`config.mk`:
```
export PLATFORM = sky130hd
export DESIGN_NAME = mem_access_unit_flat
export DESIGN_NICKNAME = d
export VERILOG_FILES = /design/src/rtl/mem_pkg.sv /design/src/rtl/mem_access_unit_if.sv /design/src/rtl/mem_load_align.sv /design/src/rtl/mem_access_unit.sv /design/src/flat_wrapper.sv
export SDC_FILE = /design/constraint.sdc
export NUM_CORES = 1
export LEC_CHECK = 0
export BUFFER_PORTS_ARGS = -buffer_cell sky130_fd_sc_hd__buf_2
export CELL_PAD_IN_SITES_DETAIL_PLACEMENT = 1
export CELL_PAD_IN_SITES_GLOBAL_PLACEMENT = 1
export CORE_MARGIN = 3
export CORE_UTILIZATION = 40
export CTS_BUF_LIST = sky130_fd_sc_hd__clkbuf_4
export DETAILED_ROUTE_END_ITERATION = 8
export GPL_ROUTABILITY_DRIVEN = 0
export GPL_TIMING_DRIVEN = 0
export PLACE_DENSITY = 0.95
export SYNTH_ARGS = -nofsm -noshare
export SYNTH_HDL_FRONTEND = slang
export SYNTH_SLANG_ARGS = --single-unit
export TNS_END_PERCENT = 10
```
`constraint.sdc`:
```
create_clock -name clk -period 3.34 [get_ports clk]
set_input_delay 0.334 -clock clk [delete_from_list [all_inputs] [get_ports clk]]
set_output_delay 0.334 -clock clk [all_outputs]
set_load 0.02 [all_outputs]
```
`src/rtl/mem_pkg.sv`:
```
// Shared types for the MEM-stage data-memory controller:
// access-size encodings, controller state encoding, size normalisation.
package mem_pkg;

    typedef enum logic [1:0] {
        SZ_BYTE = 2'b00,
        SZ_HALF = 2'b01,
        SZ_WORD = 2'b10
    } size_e;

    typedef enum logic [1:0] {
        IDLE = 2'b00,
        BUSY = 2'b01,
        DONE = 2'b10
    } state_e;

    // Encoding 2'b11 is handled as a word access.
    function automatic size_e norm_size(input logic [1:0] sz);
        case (sz)
            2'b00:   return SZ_BYTE;
            2'b01:   return SZ_HALF;
            default: return SZ_WORD;
        endcase
    endfunction

endpackage

```
`src/rtl/mem_access_unit_if.sv`:
```
// Data-memory req/ack bus between the MEM-stage controller (master)
// and the memory (slave).
interface mem_access_unit_if;
    logic        bus_req;
    logic        bus_we;
    logic [31:0] bus_addr;
    logic [3:0]  bus_be;
    logic [31:0] bus_wdata;
    logic        bus_ack;
    logic [31:0] bus_rdata;

    modport master (
        output bus_req, bus_we, bus_addr, bus_be, bus_wdata,
        input  bus_ack, bus_rdata
    );

    modport slave (
        input  bus_req, bus_we, bus_addr, bus_be, bus_wdata,
        output bus_ack, bus_rdata
    );
endinterface

```
`src/rtl/mem_load_align.sv`:
```
// Load-data alignment: picks the byte/half addressed by the low address
// bits and sign- or zero-extends it; words pass through unchanged.
module mem_load_align
    import mem_pkg::*;
(
    input  logic [31:0] word_i,
    input  logic [1:0]  addr_lo_i,
    input  size_e       size_i,
    input  logic        signed_i,
    output logic [31:0] data_o
);

    logic [7:0]  byte_sel;
    logic [15:0] half_sel;

    // Lane select and extension.
    always_comb begin
        byte_sel = word_i[{addr_lo_i, 3'b000} +: 8];
        half_sel = addr_lo_i[1] ? word_i[31:16] : word_i[15:0];
        case (size_i)
            SZ_BYTE: data_o = {{24{signed_i & byte_sel[7]}}, byte_sel};
            SZ_HALF: data_o = {{16{signed_i & half_sel[15]}}, half_sel};
            default: data_o = word_i;
        endcase
    end

endmodule

```
`src/rtl/mem_access_unit.sv`:
```
// MEM-stage data-memory controller: turns EX/MEM load/store control into
// a req/ack bus transaction, stalls the pipeline until ack or timeout, and
// aligns/extends load data for MEM/WB.
// Optional macro MISALIGN_TRAP_EN: misaligned half/word accesses skip the
// bus and pulse MisAlign_MEM; without it the low address bits are ignored.
module mem_access_unit
    import mem_pkg::*;
#(
    parameter int BUS_TIMEOUT = 16
) (
    input  logic                      clk,
    input  logic                      rst_n,
    input  logic                      MemRead_MEM,
    input  logic                      MemWrite_MEM,
    input  logic [1:0]                MemSize_MEM,
    input  logic                      MemSigned_MEM,
    input  logic [31:0]               ALUOut_MEM,
    input  logic [31:0]               WriteData_MEM,
    mem_access_unit_if.master         bus,
    output logic [31:0]               ReadData_MEM,
    output logic                      Stall_MEM,
    output logic                      BusErr_MEM,
    output logic                      MisAlign_MEM
);

    localparam int CW = (BUS_TIMEOUT > 1) ? $clog2(BUS_TIMEOUT) : 1;
    localparam logic [CW-1:0] TMO_LAST = CW'((BUS_TIMEOUT > 0) ? BUS_TIMEOUT - 1 : 0);

    state_e      state_q;
    logic        bus_req_q;
    logic        we_q;
    logic [29:0] addr_q;
    logic [1:0]  addr_lo_q;
    logic [3:0]  be_q;
    logic [31:0] wdata_q;
    size_e       size_q;
    logic        signed_q;
    logic [31:0] rdata_q;
    logic        buserr_q;
    logic        misalign_q;
    logic [CW-1:0] cnt_q;

    logic        access;
    size_e       size_d;
    logic [3:0]  be_d;
    logic [31:0] wdata_d;
    logic        trap_d;
    logic [31:0] load_data;

    // Byte enables, store-data replication and misalignment decode.
    always_comb begin
        access = MemRead_MEM | MemWrite_MEM;
        size_d = norm_size(MemSize_MEM);
        case (size_d)
            SZ_BYTE: begin
                be_d    = 4'b0001 << ALUOut_MEM[1:0];
                wdata_d = {4{WriteData_MEM[7:0]}};
            end
            SZ_HALF: begin
                be_d    = ALUOut_MEM[1] ? 4'b1100 : 4'b0011;
                wdata_d = {2{WriteData_MEM[15:0]}};
            end
            default: begin
                be_d    = 4'b1111;
                wdata_d = WriteData_MEM;
            end
        endcase
`ifdef MISALIGN_TRAP_EN
        trap_d = access & (((size_d == SZ_HALF) & ALUOut_MEM[0]) |
                           ((size_d == SZ_WORD) & (ALUOut_MEM[1:0] != 2'b00)));
`else
        trap_d = 1'b0;
`endif
    end

    mem_load_align u_align (
        .word_i    (bus.bus_rdata),
        .addr_lo_i (addr_lo_q),
        .size_i    (size_q),
        .signed_i  (signed_q),
        .data_o    (load_data)
    );

    // Controller FSM with registered bus outputs, load result and pulses.
    always_ff @(posedge clk or negedge rst_n) begin
        if (!rst_n) begin
            state_q    <= IDLE;
            bus_req_q  <= 1'b0;
            we_q       <= 1'b0;
            addr_q     <= '0;
            addr_lo_q  <= '0;
            be_q       <= '0;
            wdata_q    <= '0;
            size_q     <= SZ_BYTE;
            signed_q   <= 1'b0;
            rdata_q    <= '0;
            buserr_q   <= 1'b0;
            misalign_q <= 1'b0;
            cnt_q      <= '0;
        end else begin
            buserr_q   <= 1'b0;
            misalign_q <= 1'b0;
            case (state_q)
                IDLE: begin
                    if (trap_d) begin
                        state_q    <= DONE;
                        misalign_q <= 1'b1;
                        rdata_q    <= '0;
                    end else if (access) begin
                        state_q   <= BUSY;
                        bus_req_q <= 1'b1;
                        we_q      <= MemWrite_MEM;
                        addr_q    <= ALUOut_MEM[31:2];
                        addr_lo_q <= ALUOut_MEM[1:0];
                        be_q      <= be_d;
                        wdata_q   <= wdata_d;
                        size_q    <= size_d;
                        signed_q  <= MemSigned_MEM;
                        cnt_q     <= '0;
                    end
                end
                BUSY: begin
                    if (bus.bus_ack) begin
                        state_q   <= DONE;
                        bus_req_q <= 1'b0;
                        if (!we_q) rdata_q <= load_data;
                    end else if ((BUS_TIMEOUT != 0) && (cnt_q == TMO_LAST)) begin
                        state_q   <= DONE;
                        bus_req_q <= 1'b0;
                        rdata_q   <= '0;
                        buserr_q  <= 1'b1;
                    end else begin
                        cnt_q <= cnt_q + 1'b1;
                    end
                end
                DONE:    state_q <= IDLE;
                default: state_q <= IDLE;
            endcase
        end
    end

    assign bus.bus_req   = bus_req_q;
    assign bus.bus_we    = we_q;
    assign bus.bus_addr  = {addr_q, 2'b00};
    assign bus.bus_be    = be_q;
    assign bus.bus_wdata = wdata_q;

    assign ReadData_MEM = rdata_q;
    assign Stall_MEM    = ((state_q == IDLE) & access) | (state_q == BUSY);
    assign BusErr_MEM   = buserr_q;
    assign MisAlign_MEM = misalign_q;

endmodule

```
`src/flat_wrapper.sv`:
```
// flat-port wrapper written by rule: the top's interface ports become plain ports
module mem_access_unit_flat import mem_pkg::*;
#(
    parameter int BUS_TIMEOUT = 16
)
  (clk, rst_n, MemRead_MEM, MemWrite_MEM, MemSize_MEM, MemSigned_MEM, ALUOut_MEM, WriteData_MEM, ReadData_MEM, Stall_MEM, BusErr_MEM, MisAlign_MEM, bus_bus_req, bus_bus_we, bus_bus_addr, bus_bus_be, bus_bus_wdata, bus_bus_ack, bus_bus_rdata);
  mem_access_unit_if bus_i ();
  input  logic clk;
  input  logic rst_n;
  input  logic MemRead_MEM;
  input  logic MemWrite_MEM;
  input  logic [1:0] MemSize_MEM;
  input  logic MemSigned_MEM;
  input  logic [31:0] ALUOut_MEM;
  input  logic [31:0] WriteData_MEM;
  output logic [31:0] ReadData_MEM;
  output logic Stall_MEM;
  output logic BusErr_MEM;
  output logic MisAlign_MEM;
  output wire logic [$bits(bus_i.bus_req)-1:0] bus_bus_req;
  output wire logic [$bits(bus_i.bus_we)-1:0] bus_bus_we;
  output wire logic [$bits(bus_i.bus_addr)-1:0] bus_bus_addr;
  output wire logic [$bits(bus_i.bus_be)-1:0] bus_bus_be;
  output wire logic [$bits(bus_i.bus_wdata)-1:0] bus_bus_wdata;
  input wire logic [$bits(bus_i.bus_ack)-1:0] bus_bus_ack;
  input wire logic [$bits(bus_i.bus_rdata)-1:0] bus_bus_rdata;
  assign bus_bus_req = bus_i.bus_req;
  assign bus_bus_we = bus_i.bus_we;
  assign bus_bus_addr = bus_i.bus_addr;
  assign bus_bus_be = bus_i.bus_be;
  assign bus_bus_wdata = bus_i.bus_wdata;
  assign bus_i.bus_ack = bus_bus_ack;
  assign bus_i.bus_rdata = bus_bus_rdata;
  mem_access_unit #(.BUS_TIMEOUT(BUS_TIMEOUT)) u_core (.clk(clk), .rst_n(rst_n), .MemRead_MEM(MemRead_MEM), .MemWrite_MEM(MemWrite_MEM), .MemSize_MEM(MemSize_MEM), .MemSigned_MEM(MemSigned_MEM), .ALUOut_MEM(ALUOut_MEM), .WriteData_MEM(WriteData_MEM), .bus(bus_i), .ReadData_MEM(ReadData_MEM), .Stall_MEM(Stall_MEM), .BusErr_MEM(BusErr_MEM), .MisAlign_MEM(MisAlign_MEM));
endmodule
```
==> run_summary.xml <==
<?xml version="1.0" encoding="UTF-8"?>
<metrics>
  <group name="setup_path">
    <metric name="crit_required" unit="ps">3010</metric>
    <metric name="critical_path_peak_fanout" unit="">10</metric>
    <metric name="regToRegSetupSlack" unit="ps">1100</metric>
    <metric name="worstSetupStartpointType" unit="">register</metric>
    <metric name="crit-reg2reg-launch" unit="">u_core.state_q[1]$_DFFE_PN0P_</metric>
    <metric name="worst-r2r-cell-count" unit="">7</metric>
    <metric name="crit_arrival" unit="ps">2650</metric>
    <metric name="worstSetupEndpointType" unit="">output pin</metric>
    <metric name="path_class" unit="">register to output pin</metric>
    <metric name="worstReg2RegEnd" unit="">u_core.ReadData_MEM[23]$_DFFE_PN0P_</metric>
  </group>
  <group name="logic_synthesis">
    <metric name="synth_flop_cell" unit="">sky130_fd_sc_hd__dfrtp_1</metric>
    <metric name="synth.area.mux_share" unit="%">7.94</metric>
    <metric name="combinational_family_with_the_most_area_after_synthesis" unit="">simple AND/OR/NAND/NOR gates</metric>
    <metric name="synthCells" unit="">534</metric>
    <metric name="post_synth_xor_xnor_area" unit="%">0</metric>
    <metric name="synth_compound_area_share" unit="%">15.8</metric>
    <metric name="post_synth_fa_ha_maj_area_fraction" unit="%">0.242</metric>
    <metric name="ys_ff_latch" unit="">112</metric>
    <metric name="synth_edf_count" unit="">0</metric>
    <metric name="seq_area_frac_synth" unit="%">54.3</metric>
    <metric name="synth_area_per_cell" unit="sq um">9.67</metric>
    <metric name="post-synth-top-area-fraction" unit="%">54.3</metric>
    <metric name="post-synth-top-area-cell" unit="">sky130_fd_sc_hd__dfrtp_1</metric>
    <metric name="ys_types" unit="">39</metric>
    <metric name="synth_async_sr_flop_share" unit="%">100</metric>
    <metric name="netlist_top_cells_area" unit="">sky130_fd_sc_hd__dfrtp_1, sky130_fd_sc_hd__nand2_1, sky130_fd_sc_hd__mux2i_1, sky130_fd_sc_hd__o21ai_0, sky130_fd_sc_hd__a21oi_1</metric>
    <metric name="post_synthesis_cell_area" unit="sq um">5170</metric>
    <metric name="ys.warnings.count" unit="">0</metric>
    <metric name="post_synth_and_or_nand_nor_area_fraction" unit="%">18.1</metric>
  </group>
  <group name="sta">
    <metric name="clock-skew-final" unit="ps">25.1</metric>
    <metric name="layout_worst_path_cycle_share" unit="%">89.3</metric>
    <metric name="achievable-frequency" unit="MHz">335</metric>
    <metric name="slew_viol_final" unit="">0</metric>
    <metric name="post-route-min-period" unit="ps">2980</metric>
    <metric name="fin_tns_setup" unit="ps">0</metric>
    <metric name="slew_at_the_pin_with_the_worst_max_slew_slack" unit="ps">862</metric>
    <metric name="report.final.hold_viol_count" unit="">0</metric>
    <metric name="setup-violations-final" unit="">0</metric>
    <metric name="maxSlewHeadroom" unit="%">42.3</metric>
    <metric name="rsz_0062_raised_after_global_routing" unit="">false</metric>
  </group>
  <group name="global_routing">
    <metric name="vias_in_the_first_global_route" unit="">5454</metric>
    <metric name="number_of_antenna_violations_at_the_first_check_in_global_routing" unit="">1</metric>
    <metric name="gr-usage-all-layers" unit="%">26.1</metric>
    <metric name="overflow" unit="">0</metric>
    <metric name="grt_first_pass_wirelength" unit="mm">29.6</metric>
    <metric name="maximum_number_of_pins_on_one_net_before_global_route_repair" unit="">70</metric>
  </group>
  <group name="power">
    <metric name="ir_drop" unit="uV">419</metric>
    <metric name="p_leak" unit="uW">0.00349</metric>
    <metric name="power.density" unit="nW/um^2">958</metric>
  </group>
  <group name="floorplanning">
    <metric name="std_cell_rows" unit="">40</metric>
    <metric name="die_w" unit="um">120</metric>
    <metric name="die-area" unit="sq um">14300</metric>
    <metric name="std_cell_core_area" unit="sq um">12300</metric>
    <metric name="design.portCount" unit="">209</metric>
    <metric name="die_y" unit="um">120</metric>
    <metric name="start_util" unit="%">42.0</metric>
  </group>
  <group name="finish">
    <metric name="fillers" unit="">1512</metric>
    <metric name="area_growth_syn_to_layout" unit="%">29.4</metric>
    <metric name="multi_input_comb_area" unit="sq um">2180</metric>
    <metric name="layout_common_cells" unit="">sky130_fd_sc_hd__buf_2, sky130_fd_sc_hd__nand2_1, sky130_fd_sc_hd__dfrtp_1, sky130_fd_sc_hd__o21ai_0, sky130_fd_sc_hd__mux2i_1</metric>
    <metric name="final_net_count" unit="">870</metric>
    <metric name="layout-drive-gt1-share" unit="%">33.0</metric>
    <metric name="most_common_cell_after_layout_fill_and_taps_aside" unit="">sky130_fd_sc_hd__buf_2</metric>
    <metric name="final-seq-area" unit="sq um">2800</metric>
    <metric name="num_antenna_cells" unit="">0</metric>
    <metric name="post-route-util" unit="%">54.3</metric>
  </group>
  <group name="drt">
    <metric name="routedWlPerCell" unit="um">20.0</metric>
    <metric name="first_iter_violations" unit="">256</metric>
    <metric name="post_detailed_route_drc_marker_count" unit="">0</metric>
    <metric name="vias_per_cell" unit="">5.34</metric>
    <metric name="drt.antenna.violating_nets" unit="">0</metric>
    <metric name="count_of_tritonroute_iterations_in_the_first_routing_pass" unit="">5</metric>
    <metric name="totalWireLength" unit="mm">18.7</metric>
    <metric name="detailroute.via_count" unit="">5008</metric>
  </group>
  <group name="clock_network">
    <metric name="cts_buffer_depth" unit="">2</metric>
    <metric name="cts_repair_resize_count" unit="">0</metric>
    <metric name="cts_root_buf" unit="">sky130_fd_sc_hd__clkbuf_4</metric>
    <metric name="worstSkewPairLatency" unit="ps">510</metric>
    <metric name="hold_buffers" unit="">7</metric>
    <metric name="tritoncts" unit="">built</metric>
    <metric name="post_cts.repair.setup_buffers" unit="">0</metric>
    <metric name="h-tree-depth" unit="">3</metric>
    <metric name="cts.sinks" unit="">112</metric>
    <metric name="clk_pin_slew_worst_paths" unit="ps">170</metric>
    <metric name="tritoncts.num_buffers" unit="">9</metric>
  </group>
  <group name="hold_path">
    <metric name="hold_path.startpoint" unit="">ALUOut_MEM[21]</metric>
    <metric name="hold_path_class" unit="">input pin to register</metric>
    <metric name="holdPathStages" unit="">3</metric>
    <metric name="holdPathEnd" unit="">u_core.addr_q[19]$_DFFE_PN0P_</metric>
  </group>
  <group name="place">
    <metric name="dpl.hpwl" unit="mm">14.2</metric>
    <metric name="numPortBuffers" unit="">205</metric>
  </group>
  <group name="flow_run">
    <metric name="drv_cap" unit="">0</metric>
  </group>
  <group name="run_status">
    <metric name="outcome" unit="">complete, no violations</metric>
  </group>
</metrics>
-- cells in the mapped netlist (5+ instances only) --
cell / n
sky130_fd_sc_hd__nand2_1: 155
sky130_fd_sc_hd__dfrtp_1: 112
sky130_fd_sc_hd__o21ai_0: 51
sky130_fd_sc_hd__mux2i_1: 32
sky130_fd_sc_hd__a21oi_1: 23
sky130_fd_sc_hd__clkbuf_1: 22
sky130_fd_sc_hd__nor2_1: 21
sky130_fd_sc_hd__nand2b_1: 18
sky130_fd_sc_hd__a221o_2: 9
sky130_fd_sc_hd__nor2b_1: 9
sky130_fd_sc_hd__a221o_1: 8
sky130_fd_sc_hd__a32o_1: 8
sky130_fd_sc_hd__mux2_2: 8
sky130_fd_sc_hd__o2bb2ai_1: 8
sky130_fd_sc_hd__buf_2: 5
sky130_fd_sc_hd__inv_1: 5
sky130_fd_sc_hd__nor3_1: 5
-- cells by family (layout without fill, tap and decap cells) --
group,after synthesis,after routing
compound gates,119,119
fa+ha+maj,1,1
buf+inv,42,276
flops,112,112
mux,40,40
other cells,1,3
simple gates,219,219
-- per-layer routing --
layer,vias to the layer above,wire (um),global-route usage [%]
li1,2286,-,-
met1,2469,7060,29.3
met2,211,9660,47.4
met3,40,1500,7.35
met4,2,495,9.23
met5,-,13,0
-- worst max-delay path by stage --
stage                                             start                              endpoint  slack (ps)
final                     u_core.state_q[1]$_DFFE_PN0P_                             Stall_MEM         360
after global routing      u_core.state_q[1]$_DFFE_PN0P_                             Stall_MEM         150
after CTS                 u_core.state_q[1]$_DFFE_PN0P_                             Stall_MEM         290
after detailed placement                   MemWrite_MEM                             Stall_MEM         690
after global placement                            rst_n  u_core.bus.bus_wdata[19]$_DFFE_PN0P_         690
after floorplan                            MemWrite_MEM                             Stall_MEM        1500
-- critical path, cell delays in order, from the launching register on --
cell	delay, ps
sky130_fd_sc_hd__dfrtp_1	490
sky130_fd_sc_hd__nor2_1	130
sky130_fd_sc_hd__nand2_1	290
sky130_fd_sc_hd__clkbuf_1	550
sky130_fd_sc_hd__clkbuf_1	430
sky130_fd_sc_hd__nand2_1	90
sky130_fd_sc_hd__buf_2	180
-- layout make-up --
class / instances / share of cell area [%]
repair buffers: 218 / 17.6
well taps: 168 / 3.15
clock inverters: 7 / 0.824
multi-input cells: 382 / 32.7
plain buffers: 37 / 2.53
flip-flops and latches: 112 / 41.9
clock buffers: 9 / 1.01
inverters: 5 / 0.281
-- power by group --
group	total [uW]	switching (uW)	internal, uW
Clock	666	505	161
Combinational	3350	2220	1130
Sequential	2380	408	1970
Total	6400	3140	3270
-- metrics by stage --
stage               cells  power (uW)  hold slack, ps  cell area (sq um)  worst slack [ps]
finish                938        6400            17.8               6680               358
CTS                   933        6420            2.01               6630               294
global placement      909        5500             454               6410               686
global route          938        6850            1.91               6680               152
detailed placement    910        5750             378               6440               690
floorplan             536        4400            38.4               5170              1500
-- sequential cells by signal, summed over array words and instances (netlist names) --
register              count
u_core.BusErr_MEM         1
u_core.ReadData_MEM      32
u_core.addr_lo_q          2
u_core.addr_q            30
u_core.bus.bus_be         4
u_core.bus.bus_req        1
u_core.bus.bus_wdata     32
u_core.bus.bus_we         1
u_core.cnt_q              4
u_core.signed_q           1
u_core.size_q             2
u_core.state_q            2
Note: power is estimated with default switching activity, not from simulation.
